## src/rtl/axi_slave_connector_reg.sv

```systemverilog
// Flat s_axi_* slave ports to axi_conf req/resp structs, with per-channel register slices,
// AW atop forwarding and per-direction outstanding-transaction admission control.
package axi_conf;
  localparam int ID_W   = 8;
  localparam int ADDR_W = 32;
  localparam int DATA_W = 32;
  localparam int STRB_W = DATA_W / 8;
  localparam int USER_W = 1;

  typedef struct packed {
    logic [ID_W-1:0]   id;
    logic [ADDR_W-1:0] addr;
    logic [7:0]        len;
    logic [2:0]        size;
    logic [1:0]        burst;
    logic              lock;
    logic [3:0]        cache;
    logic [2:0]        prot;
    logic [3:0]        qos;
    logic [3:0]        region;
    logic [5:0]        atop;
    logic [USER_W-1:0] user;
  } aw_chan_t;

  typedef struct packed {
    logic [DATA_W-1:0] data;
    logic [STRB_W-1:0] strb;
    logic              last;
    logic [USER_W-1:0] user;
  } w_chan_t;

  typedef struct packed {
    logic [ID_W-1:0]   id;
    logic [1:0]        resp;
    logic [USER_W-1:0] user;
  } b_chan_t;

  typedef struct packed {
    logic [ID_W-1:0]   id;
    logic [ADDR_W-1:0] addr;
    logic [7:0]        len;
    logic [2:0]        size;
    logic [1:0]        burst;
    logic              lock;
    logic [3:0]        cache;
    logic [2:0]        prot;
    logic [3:0]        qos;
    logic [3:0]        region;
    logic [USER_W-1:0] user;
  } ar_chan_t;

  typedef struct packed {
    logic [ID_W-1:0]   id;
    logic [DATA_W-1:0] data;
    logic [1:0]        resp;
    logic              last;
    logic [USER_W-1:0] user;
  } r_chan_t;

  typedef struct packed {
    aw_chan_t aw;
    logic     aw_valid;
    w_chan_t  w;
    logic     w_valid;
    logic     b_ready;
    ar_chan_t ar;
    logic     ar_valid;
    logic     r_ready;
  } req_t;

  typedef struct packed {
    logic    aw_ready;
    logic    ar_ready;
    logic    w_ready;
    logic    b_valid;
    b_chan_t b;
    logic    r_valid;
    r_chan_t r;
  } resp_t;
endpackage

// Valid/ready contract on both sides: a beat moves on a clock edge where valid and ready are
// both high; valid never waits for ready, and payload stays stable until the beat is taken.
module axi_reg_slice #(
  parameter int WIDTH = 8,
  parameter int TYPE  = 2
) (
  input  logic             clk,
  input  logic             rst,
  input  logic             in_valid,
  output logic             in_ready,
  input  logic [WIDTH-1:0] in_data,
  output logic             out_valid,
  input  logic             out_ready,
  output logic [WIDTH-1:0] out_data,
  output logic             empty
);
  if (TYPE == 0) begin : g_bypass
    assign out_valid = in_valid;
    assign out_data  = in_data;
    assign in_ready  = out_ready;
    assign empty     = 1'b1;
  end else if (TYPE == 1) begin : g_simple
    logic             full;
    logic [WIDTH-1:0] data_q;
    assign in_ready  = ~full | out_ready;
    assign out_valid = full;
    assign out_data  = data_q;
    assign empty     = ~full;
    always_ff @(posedge clk or posedge rst) begin
      if (rst) full <= 1'b0;
      else if (in_valid && in_ready) full <= 1'b1;
      else if (out_ready) full <= 1'b0;
    end
    always_ff @(posedge clk) begin
      if (in_valid && in_ready) data_q <= in_data;
    end
  end else begin : g_skid
    logic             main_valid, skid_valid, ready_q;
    logic [WIDTH-1:0] main_data, skid_data;
    assign in_ready  = ready_q;
    assign out_valid = main_valid;
    assign out_data  = main_data;
    assign empty     = ~main_valid & ~skid_valid;
    // ready_q mirrors ~skid_valid, except it is held low for the duration of reset.
    always_ff @(posedge clk or posedge rst) begin
      if (rst) begin
        main_valid <= 1'b0;
        skid_valid <= 1'b0;
        ready_q    <= 1'b0;
      end else if (skid_valid) begin
        if (out_ready) begin
          skid_valid <= 1'b0;
          ready_q    <= 1'b1;
        end
      end else begin
        ready_q <= 1'b1;
        if (in_valid && ready_q) begin
          if (!main_valid || out_ready) main_valid <= 1'b1;
          else begin
            skid_valid <= 1'b1;
            ready_q    <= 1'b0;
          end
        end else if (out_ready) begin
          main_valid <= 1'b0;
        end
      end
    end
    always_ff @(posedge clk) begin
      if (skid_valid) begin
        if (out_ready) main_data <= skid_data;
      end else if (in_valid && ready_q) begin
        if (!main_valid || out_ready) main_data <= in_data;
        else skid_data <= in_data;
      end
    end
  end
endmodule

module axi_slave_connector_reg #(
  parameter int DATA_WIDTH         = 32,
  parameter int ADDR_WIDTH         = 32,
  parameter int STRB_WIDTH         = DATA_WIDTH / 8,
  parameter int ID_WIDTH           = 8,
  parameter int AWUSER_WIDTH       = 1,
  parameter int WUSER_WIDTH        = 1,
  parameter int BUSER_WIDTH        = 1,
  parameter int ARUSER_WIDTH       = 1,
  parameter int RUSER_WIDTH        = 1,
  parameter int AW_REG_TYPE        = 2,
  parameter int W_REG_TYPE         = 2,
  parameter int B_REG_TYPE         = 2,
  parameter int AR_REG_TYPE        = 2,
  parameter int R_REG_TYPE         = 2,
  parameter int MAX_WR_OUTSTANDING = 16,
  parameter int MAX_RD_OUTSTANDING = 16,
  parameter int CNT_WIDTH          = $clog2((MAX_WR_OUTSTANDING > MAX_RD_OUTSTANDING ?
                                             MAX_WR_OUTSTANDING : MAX_RD_OUTSTANDING) + 1)
) (
  input  logic                    clk,
  input  logic                    rst,
  input  logic [ID_WIDTH-1:0]     s_axi_awid,
  input  logic [ADDR_WIDTH-1:0]   s_axi_awaddr,
  input  logic [7:0]              s_axi_awlen,
  input  logic [2:0]              s_axi_awsize,
  input  logic [1:0]              s_axi_awburst,
  input  logic                    s_axi_awlock,
  input  logic [3:0]              s_axi_awcache,
  input  logic [2:0]              s_axi_awprot,
  input  logic [3:0]              s_axi_awqos,
  input  logic [3:0]              s_axi_awregion,
  input  logic [AWUSER_WIDTH-1:0] s_axi_awuser,
  input  logic [5:0]              s_axi_awatop,
  input  logic                    s_axi_awvalid,
  output logic                    s_axi_awready,
  input  logic [DATA_WIDTH-1:0]   s_axi_wdata,
  input  logic [STRB_WIDTH-1:0]   s_axi_wstrb,
  input  logic                    s_axi_wlast,
  input  logic [WUSER_WIDTH-1:0]  s_axi_wuser,
  input  logic                    s_axi_wvalid,
  output logic                    s_axi_wready,
  output logic [ID_WIDTH-1:0]     s_axi_bid,
  output logic [1:0]              s_axi_bresp,
  output logic [BUSER_WIDTH-1:0]  s_axi_buser,
  output logic                    s_axi_bvalid,
  input  logic                    s_axi_bready,
  input  logic [ID_WIDTH-1:0]     s_axi_arid,
  input  logic [ADDR_WIDTH-1:0]   s_axi_araddr,
  input  logic [7:0]              s_axi_arlen,
  input  logic [2:0]              s_axi_arsize,
  input  logic [1:0]              s_axi_arburst,
  input  logic                    s_axi_arlock,
  input  logic [3:0]              s_axi_arcache,
  input  logic [2:0]              s_axi_arprot,
  input  logic [3:0]              s_axi_arqos,
  input  logic [3:0]              s_axi_arregion,
  input  logic [ARUSER_WIDTH-1:0] s_axi_aruser,
  input  logic                    s_axi_arvalid,
  output logic                    s_axi_arready,
  output logic [ID_WIDTH-1:0]     s_axi_rid,
  output logic [DATA_WIDTH-1:0]   s_axi_rdata,
  output logic [1:0]              s_axi_rresp,
  output logic                    s_axi_rlast,
  output logic [RUSER_WIDTH-1:0]  s_axi_ruser,
  output logic                    s_axi_rvalid,
  input  logic                    s_axi_rready,
  output axi_conf::req_t          axi_req_o,
  input  axi_conf::resp_t         axi_resp_i,
  output logic [CNT_WIDTH-1:0]    wr_outstanding_o,
  output logic [CNT_WIDTH-1:0]    rd_outstanding_o,
  output logic                    idle_o
);
  localparam logic [CNT_WIDTH-1:0] WR_MAX = CNT_WIDTH'(MAX_WR_OUTSTANDING);
  localparam logic [CNT_WIDTH-1:0] RD_MAX = CNT_WIDTH'(MAX_RD_OUTSTANDING);

  axi_conf::aw_chan_t aw_in, aw_out;
  axi_conf::w_chan_t  w_in, w_out;
  axi_conf::b_chan_t  b_out;
  axi_conf::ar_chan_t ar_in, ar_out;
  axi_conf::r_chan_t  r_out;
  logic aw_in_ready, aw_out_valid, aw_empty, w_out_valid, w_empty, b_in_ready, b_empty;
  logic ar_in_ready, ar_out_valid, ar_empty, r_in_ready, r_empty;
  logic [CNT_WIDTH-1:0] wr_cnt, rd_cnt;
  logic wr_full, rd_full, wr_inc, wr_dec, rd_inc, rd_dec;

  always_comb begin
    aw_in = '{id: s_axi_awid, addr: s_axi_awaddr, len: s_axi_awlen, size: s_axi_awsize,
              burst: s_axi_awburst, lock: s_axi_awlock, cache: s_axi_awcache,
              prot: s_axi_awprot, qos: s_axi_awqos, region: s_axi_awregion,
              atop: s_axi_awatop, user: s_axi_awuser};
    w_in  = '{data: s_axi_wdata, strb: s_axi_wstrb, last: s_axi_wlast, user: s_axi_wuser};
    ar_in = '{id: s_axi_arid, addr: s_axi_araddr, len: s_axi_arlen, size: s_axi_arsize,
              burst: s_axi_arburst, lock: s_axi_arlock, cache: s_axi_arcache,
              prot: s_axi_arprot, qos: s_axi_arqos, region: s_axi_arregion,
              user: s_axi_aruser};
  end

  // Admission gate uses only the registered counts, so it adds no ready-to-ready path.
  assign wr_full       = (wr_cnt == WR_MAX);
  assign rd_full       = (rd_cnt == RD_MAX);
  assign s_axi_awready = aw_in_ready & ~wr_full;
  assign s_axi_arready = ar_in_ready & ~rd_full;

  axi_reg_slice #(.WIDTH($bits(axi_conf::aw_chan_t)), .TYPE(AW_REG_TYPE)) u_aw (
    .clk, .rst, .in_valid(s_axi_awvalid & ~wr_full), .in_ready(aw_in_ready), .in_data(aw_in),
    .out_valid(aw_out_valid), .out_ready(axi_resp_i.aw_ready), .out_data(aw_out), .empty(aw_empty));
  axi_reg_slice #(.WIDTH($bits(axi_conf::w_chan_t)), .TYPE(W_REG_TYPE)) u_w (
    .clk, .rst, .in_valid(s_axi_wvalid), .in_ready(s_axi_wready), .in_data(w_in),
    .out_valid(w_out_valid), .out_ready(axi_resp_i.w_ready), .out_data(w_out), .empty(w_empty));
  axi_reg_slice #(.WIDTH($bits(axi_conf::b_chan_t)), .TYPE(B_REG_TYPE)) u_b (
    .clk, .rst, .in_valid(axi_resp_i.b_valid), .in_ready(b_in_ready), .in_data(axi_resp_i.b),
    .out_valid(s_axi_bvalid), .out_ready(s_axi_bready), .out_data(b_out), .empty(b_empty));
  axi_reg_slice #(.WIDTH($bits(axi_conf::ar_chan_t)), .TYPE(AR_REG_TYPE)) u_ar (
    .clk, .rst, .in_valid(s_axi_arvalid & ~rd_full), .in_ready(ar_in_ready), .in_data(ar_in),
    .out_valid(ar_out_valid), .out_ready(axi_resp_i.ar_ready), .out_data(ar_out), .empty(ar_empty));
  axi_reg_slice #(.WIDTH($bits(axi_conf::r_chan_t)), .TYPE(R_REG_TYPE)) u_r (
    .clk, .rst, .in_valid(axi_resp_i.r_valid), .in_ready(r_in_ready), .in_data(axi_resp_i.r),
    .out_valid(s_axi_rvalid), .out_ready(s_axi_rready), .out_data(r_out), .empty(r_empty));

  always_comb begin
    axi_req_o          = '0;
    axi_req_o.aw       = aw_out;
    axi_req_o.aw_valid = aw_out_valid;
    axi_req_o.w        = w_out;
    axi_req_o.w_valid  = w_out_valid;
    axi_req_o.b_ready  = b_in_ready;
    axi_req_o.ar       = ar_out;
    axi_req_o.ar_valid = ar_out_valid;
    axi_req_o.r_ready  = r_in_ready;
  end

  assign s_axi_bid   = b_out.id;
  assign s_axi_bresp = b_out.resp;
  assign s_axi_buser = b_out.user;
  assign s_axi_rid   = r_out.id;
  assign s_axi_rdata = r_out.data;
  assign s_axi_rresp = r_out.resp;
  assign s_axi_rlast = r_out.last;
  assign s_axi_ruser = r_out.user;

  assign wr_inc = s_axi_awvalid & s_axi_awready;
  assign wr_dec = s_axi_bvalid & s_axi_bready;
  assign rd_inc = s_axi_arvalid & s_axi_arready;
  assign rd_dec = s_axi_rvalid & s_axi_rready & s_axi_rlast;

  // A decrement at zero is a protocol violation; the count saturates instead of wrapping.
  always_ff @(posedge clk or posedge rst) begin
    if (rst) begin
      wr_cnt <= '0;
      rd_cnt <= '0;
    end else begin
      if (wr_inc && !wr_dec) wr_cnt <= wr_cnt + CNT_WIDTH'(1);
      else if (!wr_inc && wr_dec && wr_cnt != '0) wr_cnt <= wr_cnt - CNT_WIDTH'(1);
      if (rd_inc && !rd_dec) rd_cnt <= rd_cnt + CNT_WIDTH'(1);
      else if (!rd_inc && rd_dec && rd_cnt != '0) rd_cnt <= rd_cnt - CNT_WIDTH'(1);
    end
  end

  assign wr_outstanding_o = wr_cnt;
  assign rd_outstanding_o = rd_cnt;
  assign idle_o = (wr_cnt == '0) & (rd_cnt == '0) & aw_empty & w_empty & b_empty & ar_empty & r_empty;

  wr_underflow_a: assert property (@(posedge clk) disable iff (rst) !(wr_dec && wr_cnt == '0));
  rd_underflow_a: assert property (@(posedge clk) disable iff (rst) !(rd_dec && rd_cnt == '0));
endmodule

```

## config.mk

```make
export PLATFORM = sky130hd
export DESIGN_NAME = axi_slave_connector_reg
export DESIGN_NICKNAME = d
export VERILOG_FILES = /design/src/rtl/axi_slave_connector_reg.sv
export SDC_FILE = /design/constraint.sdc
export NUM_CORES = 1
export LEC_CHECK = 0
export CORE_MARGIN = 4
export CORE_UTILIZATION = 30
export DETAILED_ROUTE_END_ITERATION = 16
export GPL_ROUTABILITY_DRIVEN = 0
export PLACE_DENSITY_LB_ADDON = 0.15
export SLEW_MARGIN = 20
export SYNTH_ARGS = -nofsm -noshare
export SYNTH_HDL_FRONTEND = slang
export SYNTH_SLANG_ARGS = --single-unit
```

## constraint.sdc

```tcl
create_clock -name clk -period 12.5 [get_ports clk]
set_clock_uncertainty 0.15 [all_clocks]
set_input_delay 3.125 -clock clk [delete_from_list [all_inputs] [get_ports clk]]
set_output_delay 3.125 -clock clk [all_outputs]
set_load 0.05 [all_outputs]
```

==> results of run 1 <==
## stage by stage
stage	cells	total power, uW	setup slack, ns	hold slack (ns)
after floorplan	918	3268	0.2798	0.3580
after global placement	2239	3832	6.567	0.3777
after detailed placement	2239	3841	6.461	0.3805
after CTS	2339	5473	6.199	0.3922
after global routing	2344	5612	6.144	0.3993
final	2348	5383	6.371	0.3943
## worst reg2reg max path: stages, from the launching register on
cell and delay [ns]:
edfxtp_1 0.45, nand3_1 0.26, nor2b_1 0.40, nand2_1 0.22, fa_1 0.44, a21o_1 0.18
a21oi_1 0.25, nor2b_1 0.08, o32a_1 0.33
## report_power, final
part	internal, uW	switching, uW
registers	2160	120
clock network	939	663
logic	537	968
## per-layer routing
metal	wire length, um	global-route usage (%)	up-vias	share of wire, %
li1	-	-	4713	-
met1	19830	16.92	5149	40
met2	23810	22.97	332	48
met3	4713	6.264	71	9.5
met4	1092	4.573	8	2.2
met5	42	0	-	0.085
## cell type report
type,instances,area [um^2]
clock buffer,74,1490
clock inverter,26,269.0
inverter,14,52.55
fill,5570,35140
antenna,9,22.52
timing repair buffer,521,5187
multi-input combinational,364,3627
tap,837,1047
sequential,503,14990
## flip-flops by register name, summed over array words and instances, names as in the netlist, 5 cells and up
register / count
u_r.g_skid.skid_data: 44
rd_outstanding_o: 5
u_aw.out_data: 76
wr_outstanding_o: 5
u_b.out_data: 11
u_r.out_data: 44
u_w.out_data: 38
u_b.g_skid.skid_data: 11
u_w.g_skid.skid_data: 38
u_aw.g_skid.skid_data: 76
u_ar.g_skid.skid_data: 70
u_ar.out_data: 70
## worst paths after layout
kind                            depth (start not counted)  slack (ns)                     to                     start
worst max-delay path                                    4        6.37                 idle_o     u_w.g_skid.skid_valid
worst min-delay path                                    1        0.39       u_w.out_data[25]  u_w.g_skid.skid_data[25]
worst max register to register                          8        9.64    rd_outstanding_o[4]           u_r.out_data[1]
worst min register to register                          1        0.39       u_w.out_data[25]  u_w.g_skid.skid_data[25]
max in group asynchronous                               3        9.03  u_r.g_skid.skid_valid                       rst
min in group asynchronous                               3        2.82           u_b.in_ready                       rst
## layout by cell type, fill, tap and decap left out, types with 9 or more instances in the layout
cell type,synthesis,final
diode_2,0,9
clkinv_1,0,10
clkbuf_1,9,17
buf_4,5,11
o21ai_0,10,10
nand2_1,15,15
mux2_2,239,239
clkdlybuf4s50_1,0,510
a21oi_1,15,15
nor2_1,22,20
dfrtp_1,25,21
edfxtp_1,478,478
inv_1,14,13
clkbuf_16,0,57
## kinds of logic (layout without fill, tap and decap cells)
kind of cell,count (synthesis),in the layout,share of synthesized area (%)
AND/OR/NAND/NOR,59,59,1.719
buffers and inverters,51,635,1.139
adder cells (fa/ha/maj),9,9,0.6794
multiplexers,247,247,14.83
AO/OA/AOI/OAI,43,43,1.605
other,0,9,0
flip-flops,503,503,79.75
XOR/XNOR,6,6,0.2798
==> results by group, run 1 <==
Global routing
  – Vias in the first global route: 10.80k
  – First-pass GRT wire length: 71.17 mm
  – Total grt overflow: 0
  – GR Util All Layers: 14.12%
  – Initial antenna violation count: 13
  – Largest net degree at the start of global routing: 78

Place
  – Dpl cell area: 24900 um^2
  – Port Buf Inserts: 510
  – Dpl hpwl: 34.22 mm

CTS
  – Clock-pin slew on the worst setup and hold paths: 0.06 ns
  – CTS tree: done
  – Num CTS Buffers: between 50 and 60
  – # H-tree levels: 2
  – Hold-fix buffers, CTS: 0
  – CTS Sinks: 503
  – Worst skew pair latency: 0.58 ns
  – Postcts setup bufs: 0
  – Resize count post-CTS: 0
  – Root Driver: clkbuf_16
  – Clock buffer depth: 3

STA
  – Headroom to the max-slew limit: 26.78%
  – Worst-Margin Slew: 1.098 ns
  – Final Critical Period: approximately 6.1 ns
  – Fmax: 0.1632 GHz
  – Final period util: 49.03%
  – Final setup viols: 0
  – Fin. Hold Viols: 0
  – Fin. max-slew vios: 0
  – Unrepaired setup endpoints after global routing: false
  – Fin Setup TNS: 0 ns

Finish
  – Share of layout cells above drive strength 1: 22.90%
  – Final Core Density: 43.16%
  – P&R area growth vs syn: 42.07%
  – Final nets: 1719
  – Final Cell Area: 26690 um^2

Setup path
  – Slowest stage delay, CP: 0.87 ns
  – Crit path max fanout: between 40 and 50
  – Worst Path Arrival: 2.85 ns
  – Worst path slowest cell: clkdlybuf4s50_1
  – CP Buf/Inv Count: 1
  – Worst Setup End Kind: output pin
  – Top delay family on crit path: buffers and inverters
  – Req. time, crit path: 9.22 ns
  – Critical-path cell list: nor2_1 -> nand4_1 -> nor2_1 -> clkdlybuf4s50_1
  – WS Path Type: flip-flop to output pin
  – Critical path launch point type: flip-flop
  – Most used cell, CP: nor2_1

Logic synthesis
  – Commonest register cell after synthesis: edfxtp_1
  – FFs w/ async S/R, synth: 4.970%
  – Register bit count reported by yosys: roughly 500
  – Warnings, synthesis: 0
  – Post-synthesis average cell area: approximately 20 um^2
  – Synth Instances: 918
  – Post-Syn Area: 18780 um^2
  – EDFF count, synth: between 400 and 500
  – Synth top cells by count: edfxtp_1, mux2_2, dfrtp_1
  – Yosys top cell area share: 76.42%
  – Sequential share of the synthesized area: 79.75%
  – Synth area leaders: edfxtp_1, mux2_2, dfrtp_1, ha_1, nor2_1
  – Most area-hungry cell type in the Yosys netlist: edfxtp_1
  – Cell variety after synth: 41
  – Net Count, Synth: 1178
  – Top-count cell post-synth: edfxtp_1

Detailed routing
  – Antenna viol nets, final: 0
  – Initial DRC count: between 500 and 600
  – DRC: 0
  – Total iterations of the first detailed-routing run: 4
  – Routed Wire Length: 49.48 mm
  – Vias: 10.27k
  – Vias per cell: 4.375
  – Drt wl/cell: approximately 21 um

Status
  – Status: finished, final reports clean

Power
  – Pwr/cell area: 201.7 nW/um^2
  – Max IR drop VDD: 0.0001011 V
  – P_leak: between 0.008 and 0.009 uW

Die
  – Core Box Area: 61830 um^2
  – Die Y-Extent: 258.2 um
  – Die W: 258.2 um
  – Die area: between 60000 and 70000 um^2
  – Num ports: 511
  – Initial Utilization: 30.38%
  – Core Rows: 91

Min path
  – Worst min path class: flip-flop to flip-flop

Flow run
  – Max cap viols: 0
Note: power is estimated with default switching activity, not from simulation.
==> inputs of run 2 (changes only) <==
clock period = 4.99 ns   (was 12.5 ns; I/O delays follow)
==> results by group, run 2 (synthesized netlist as in run 1, its figures left out) <==
Finish
  – Share of layout cells above drive strength 1: 23.68% (+0.77 points)
  – Register Area: 14990 um^2 (about the same)
  – P&R area growth vs syn: 43.09%
  – Fillers: 5503 (-1.2%)
  – Area of the multi-input gates: 3645 um^2 (+0.48%)
  – Commonest non-fill, non-tap cell in the layout: clkdlybuf4s50_1
  – Most frequent cells in the layout: clkdlybuf4s50_1, edfxtp_1, mux2_2, clkbuf_16, dfrtp_1
  – Final nets: 1724 (+0.29%)

CTS
  – Root Driver: clkbuf_16
  – CTS tree: done
  – Resize count post-CTS: 0 (unchanged)
  – CTS Sinks: 503 (unchanged)
  – Worst skew pair latency: 0.61 ns (+0.03 ns)
  – Postcts setup bufs: 0 (unchanged)
  – Num CTS Buffers: 56 (+1.8%)
  – Hold-fix buffers, CTS: 0 (unchanged)
  – # H-tree levels: 2 (unchanged)
  – Clock-pin slew on the worst setup and hold paths: 0.06 ns (about the same)
  – Clock buffer depth: 3 (unchanged)

Setup path
  – Worst path slowest cell: clkdlybuf4s50_1
  – Worst Path Arrival: 2.92 ns (+0.07 ns)
  – CP endpoint: idle_o
  – Critical-path cell list: nor2_1 -> nand4_1 -> nor2_1 -> clkdlybuf4s50_1
  – Req. time, crit path: 3.59 ns (-5.63 ns)
  – RR Startpoint: u_r.out_data[1]
  – Worst reg-to-reg path cell count: 8 (unchanged)
  – Critical Path Start: u_w.g_skid.skid_valid
  – Worst Setup End Kind: output pin
  – WS Path Type: flip-flop to output pin
  – Minimum setup slack among reg-to-reg paths: 2.22 ns (-7.42 ns)
  – RR Endpoint: rd_outstanding_o[4]
  – Critical path launch point type: flip-flop
  – Most used cell, CP: nor2_1
  – Slowest stage delay, CP: 0.87 ns (about the same)
  – Crit path max fanout: 44 (unchanged)

Detailed routing
  – Antenna viol nets, final: 0 (unchanged)
  – Total iterations of the first detailed-routing run: 4 (unchanged)
  – DRC: 0 (unchanged)
  – Initial DRC count: 531 (-8.4%)
  – Vias per cell: 4.393 (+0.41%)
  – Vias: 10.33k (+0.58%)
  – Drt wl/cell: 21.16 um (+0.39%)
  – Routed Wire Length: 49.76 mm (+0.56%)

Status
  – Status: finished, final reports clean

STA
  – Worst-Margin Slew: 1.096 ns (-0.002600 ns)
  – Fmax: 0.2316 GHz
  – Final setup viols: 0 (unchanged)
  – Fin. max-slew vios: 0 (unchanged)
  – Unrepaired setup endpoints after global routing: false
  – Worst setup margin: 0.6721 ns (-5.699 ns)
  – Final Critical Period: about 4.3 ns
  – Worst hold margin: 0.3833 ns (-0.01094 ns)
  – Final period util: roughly 87%
  – Fin Setup TNS: 0 ns (unchanged)
  – Headroom to the max-slew limit: 26.95% (+0.17 points)
  – Fin. Hold Viols: 0 (unchanged)

Place
  – Pre-CTS setup slack: 0.8382 ns (-5.623 ns)
  – Port Buf Inserts: 510 (unchanged)
  – Dpl hpwl: 34.77 mm (+1.6%)

Power
  – Pwr/cell area: 508.2 nW/um^2 (+150%)
  – Max IR drop VDD: 0.0002628 V (+160%)
  – P_leak: 0.009075 uW (+1.1%)

Global routing
  – First-pass GRT wire length: 72.48 mm (+1.8%)
  – Vias in the first global route: 10.80k (-0.065%)
  – Total grt overflow: 0 (unchanged)
  – GR Util All Layers: 14.34% (+0.22 points)
  – Largest net degree at the start of global routing: 76 (-2.6%)
  – Initial antenna violation count: 7 (-6)

Die
  – Core Box Area: 61830 um^2 (unchanged)
  – Num ports: 511 (unchanged)
  – Die Y-Extent: 258.2 um (unchanged)
  – Initial Utilization: 30.38% (unchanged)
  – Die area: 66680 um^2 (unchanged)
  – Die W: 258.2 um (unchanged)
  – Core Rows: 91 (unchanged)

Flow run
  – Max cap viols: 0 (unchanged)

Min path
  – Worst min path class: flip-flop to flip-flop
run 2: cell types whose count changed in the layout (fill, tap and decap cells not counted), moves of 6 or more:
| cell | previous run | this run |
|---|---|---|
| clkinv_1 | 10 | 16 |
| clkinv_2 | 7 | 13 |
| clkbuf_1 | 17 | 7 |
| buf_12 | 0 | 6 |
| diode_2 | 9 | 3 |
run 2: critical path: cells and delay by family (launching register included):
| kind | cells | cell delay [ns] |
|---|---|---|
| buf+inv | 1 | 0.87 |
| flops | 1 | 0.76 |
| simple gates | 3 | 0.67 |
run 2: how the worst min path moves through the flow:
stage / from / cells after the start / slack [ns] / end
floorplan: u_w.out_valid / 2 / 0.36 / u_w.out_valid
global placement: u_ar.g_skid.skid_data[27] / 1 / 0.38 / u_ar.out_data[27]
detailed placement: u_aw.g_skid.skid_data[58] / 1 / 0.38 / u_aw.out_data[58]
CTS: u_r.g_skid.skid_data[42] / 1 / 0.39 / u_r.out_data[42]
global route: u_r.g_skid.skid_data[37] / 1 / 0.40 / u_r.out_data[37]
finish: u_r.g_skid.skid_data[37] / 1 / 0.38 / u_r.out_data[37]
run 2: where the power goes:
part	internal [uW]	total [uW]	switching, uW
Sequential	5390	5680	285
Clock	2430	4150	1720
Combinational	1380	3830	2460
run 2: area by class of cell:
cell class	instances	share of cell area, %
flip-flops and latches	503	55.76
inverters	14	0.1955
well taps	837	3.896
repair buffers	525	19.69
diodes	3	0.02793
clock inverters	43	1.555
clock buffers	63	5.312
multi-input cells	364	13.56
run 2: metrics by stage:
stage | util (%) | std cells | instance area (um^2) | total power, uW
finish | 43.47 | 2352 | 26880 | 13660
global route | 43.46 | 2350 | 26870 | 14250
CTS | 43.46 | 2349 | 26870 | 13890
detailed placement | 40.48 | 2243 | 25020 | 9660
global placement | 40.48 | 2243 | 25020 | 9633
floorplan | - | 918 | 18810 | 8174
run 2: per-layer routing:
metal  up-vias  routed length (um)  global-route usage (%)  share of wire (%)
li1       4743                   -                       -                  -
met1      5181               19830                   17.36                 40
met2       324               24170                   23.73                 49
met3        77                4644                   6.098                9.3
met4         8                1052                   3.778                2.1
met5         -                  58                       0               0.12
==> inputs of run 3 (changes only) <==
ABC_AREA = 1   (was not set)
==> results by group, run 3 <==
Logic synthesis
  – Register bit count reported by yosys: 503 (unchanged)
  – Synth area leaders: edfxtp_1, nand2_1, dfrtp_1, buf_2, inv_1
  – Top-count cell post-synth: nand2_1
  – Synth top cells by count: nand2_1, edfxtp_1, buf_2
  – Post-synthesis average cell area: 12.99 um^2 (-37%)
  – Post-Syn Area: 18830 um^2 (+0.27%)
  – Sequential share of the synthesized area: 79.54% (-0.21 points)
  – Most area-hungry cell type in the Yosys netlist: edfxtp_1
  – EDFF count, synth: 478 (unchanged)
  – Warnings, synthesis: 0 (unchanged)
  – Yosys top cell area share: 76.22% (-0.20 points)
  – Net Count, Synth: 1710 (+45%)
  – Cell variety after synth: 28 (-32%)
  – FFs w/ async S/R, synth: 4.970% (unchanged)
  – Commonest register cell after synthesis: edfxtp_1
  – Synth Instances: 1450 (+58%)

Global routing
  – First-pass GRT wire length: 77.24 mm (+6.6%)
  – Largest net degree at the start of global routing: 82 (+7.9%)
  – Total grt overflow: 0 (unchanged)
  – Vias in the first global route: 12.52k (+16%)
  – GR Util All Layers: 15.01% (+0.67 points)
  – Initial antenna violation count: 6 (-1)

Setup path
  – Critical path launch point type: flip-flop
  – Req. time, crit path: 3.59 ns (about the same)
  – Crit path max fanout: 15 (-66%)
  – Worst Path Arrival: 2.66 ns (-0.26 ns)
  – Critical-path cell list: inv_1 -> nand4_1 -> nor4_1 -> buf_12
  – Worst path slowest cell: nor4_1
  – WS Path Type: flip-flop to output pin
  – Worst Setup End Kind: output pin
  – Slowest stage delay, CP: 0.74 ns (-0.13 ns)

Place
  – Dpl hpwl: 36.02 mm (+3.6%)
  – Port Buf Inserts: 510 (unchanged)
  – Pre-CTS setup slack: 1.217 ns (+0.3790 ns)

STA
  – Worst-Margin Slew: 1.010 ns (-0.08552 ns)
  – Worst hold margin: 0.3564 ns (-0.02693 ns)
  – Final period util: 81.41% (-5.1 points)
  – Final setup viols: 0 (unchanged)
  – Headroom to the max-slew limit: 32.43% (+5.5 points)
  – Fin. max-slew vios: 0 (unchanged)
  – Fmax: 0.2462 GHz (+6.3%)
  – Unrepaired setup endpoints after global routing: false
  – Fin. Hold Viols: 0 (unchanged)
  – Final Critical Period: 4.062 ns (-0.2555 ns)
  – Worst setup margin: 0.9277 ns (+0.2555 ns)

Power
  – Sw Ratio: 38.84% (+6.2 points)
  – Seq pwr share: 38.8% (-2.8 points)
  – P_leak: 0.01030 uW (+14%)
  – Comb pwr share: 37.4% (+9.4 points)
  – Clock share of power: 23.8% (-6.6 points)
  – Sw power: 6345 uW (+42%)
  – Tot Pwr: 16340 uW (+20%)
  – Pwr/cell area: 610.3 nW/um^2 (+20%)
  – Max IR drop VDD: 0.0003129 V (+19%)
  – Pint: 9990 uW (+8.6%)

Finish
  – Final nets: 2238 (+30%)
  – P&R area growth vs syn: 42.13%
  – Commonest non-fill, non-tap cell in the layout: nand2_1
  – Most frequent cells in the layout: nand2_1, clkdlybuf4s50_1, edfxtp_1, clkbuf_16, inv_1
  – Share of layout cells above drive strength 1: 5.879% (-18 points)
  – Fillers: 5800 (+5.4%)

Detailed routing
  – Vias: 12.21k (+18%)
  – Drt wl/cell: 18.33 um (-13%)
  – Initial DRC count: 619 (+17%)
  – Routed Wire Length: 52.54 mm (+5.6%)
  – Antenna viol nets, final: 0 (unchanged)
  – Total iterations of the first detailed-routing run: 4 (unchanged)
  – Vias per cell: 4.261 (-3.0%)
  – DRC: 0 (unchanged)

CTS
  – Worst skew pair latency: 0.59 ns (-0.02 ns)
  – Hold-fix buffers, CTS: 0 (unchanged)
  – Clock buffer depth: 3 (unchanged)
  – CTS tree: done
  – Resize count post-CTS: 0 (unchanged)
  – Num CTS Buffers: 55 (-1.8%)
  – Postcts setup bufs: 0 (unchanged)
  – CTS Sinks: 503 (unchanged)
  – Clock-pin slew on the worst setup and hold paths: 0.06 ns (about the same)
  – Root Driver: clkbuf_16
  – # H-tree levels: 2 (unchanged)

Die
  – Core Rows: 91 (unchanged)
  – Num ports: 511 (unchanged)
  – Initial Utilization: 30.41% (about the same)
  – Die Y-Extent: 258.6 um (+0.13%)
  – Core Box Area: 61940 um^2 (+0.18%)
  – Die area: 66850 um^2 (+0.26%)
  – Die W: 258.6 um (+0.13%)

Min path
  – Worst min path class: flip-flop to flip-flop

Status
  – Status: finished, final reports clean

Flow run
  – Max cap viols: 0 (unchanged)
==> run 3: path summary, 6_finish.rpt <==
| kind | start | endpoint | slack [ns] | cells after the start |
|---|---|---|---|---|
| setup / recovery | u_b.g_skid.skid_valid | idle_o | 0.93 | 4 |
| hold / removal | u_b.g_skid.skid_data[9] | u_b.out_data[9] | 0.36 | 2 |
| setup reg to reg | u_aw.g_skid.skid_valid | u_aw.out_data[64] | 1.96 | 5 |
| hold reg to reg | u_b.g_skid.skid_data[9] | u_b.out_data[9] | 0.36 | 2 |
| max in group asynchronous | rst | u_aw.g_skid.skid_valid | 3.52 | 3 |
| min in group asynchronous | rst | rd_outstanding_o[2] | 0.88 | 3 |
==> run 3: layout make-up <==
type	count	area, um^2	area share [%]
Sequential cell	503	14980	55.97
Clock inverter	28	205.2	0.7666
Inverter	31	116.4	0.4347
Clock buffer	75	1514	5.656
Multi-Input combinational cell	858	3550	13.26
Antenna cell	5	12.51	0.04674
Timing Repair Buffer	529	5340	19.95
Tap cell	837	1047	3.912
==> run 3: power groups by stage <==
stage / Clock, uW / Sequential, uW / Combinational (uW)
detailed placement: 0 / 6440 / 6190
global route: 4190 / 6430 / 6510
global placement: 0 / 6440 / 6150
floorplan: 0 / 8730 / 1570
finish: 3880 / 6340 / 6120
CTS: 4020 / 6370 / 6210
==> run 3: kinds of logic after synthesis <==
family                     count (synthesis)  share of synthesized area (%)
AOI/OAI and AO/OA                         20                         0.6045
xor gates and xnor gates                   4                         0.1861
and+or+nand+nor                          825                          16.92
DFF                                      503                          79.54
buffers and inverters                     89                          2.073
adders and majority gates                  9                         0.6776
==> run 3: metal layers <==
metal,vias to the layer above,routed length [um],global-route usage (%),share of wire [%]
met1,5832,21080,18.31,40
li1,5946,-,-,-
met4,0,1441,4.843,2.7
met5,-,0,0,0
met3,85,3661,4.290,7.0
met2,350,26360,25.78,50
==> run 3: stage by stage <==
| step | util [%] | cells | area (um^2) | setup TNS [ns] |
|---|---|---|---|---|
| floorplan | - | 1450 | 18850 | -10.06 |
| global placement | 40.36 | 2757 | 25000 | 0 |
| detailed placement | 40.36 | 2757 | 25000 | 0 |
| CTS | 43.14 | 2860 | 26720 | 0 |
| global route | 43.21 | 2866 | 26770 | 0 |
| finish | 43.21 | 2866 | 26770 | 0 |
==> run 3: worst max-delay path, delay by kind of cell (launching register included) <==
kind	cells	cell delay, ns
flip-flops	1	0.54
buffers and inverters	2	0.65
AND/OR/NAND/NOR	2	0.87
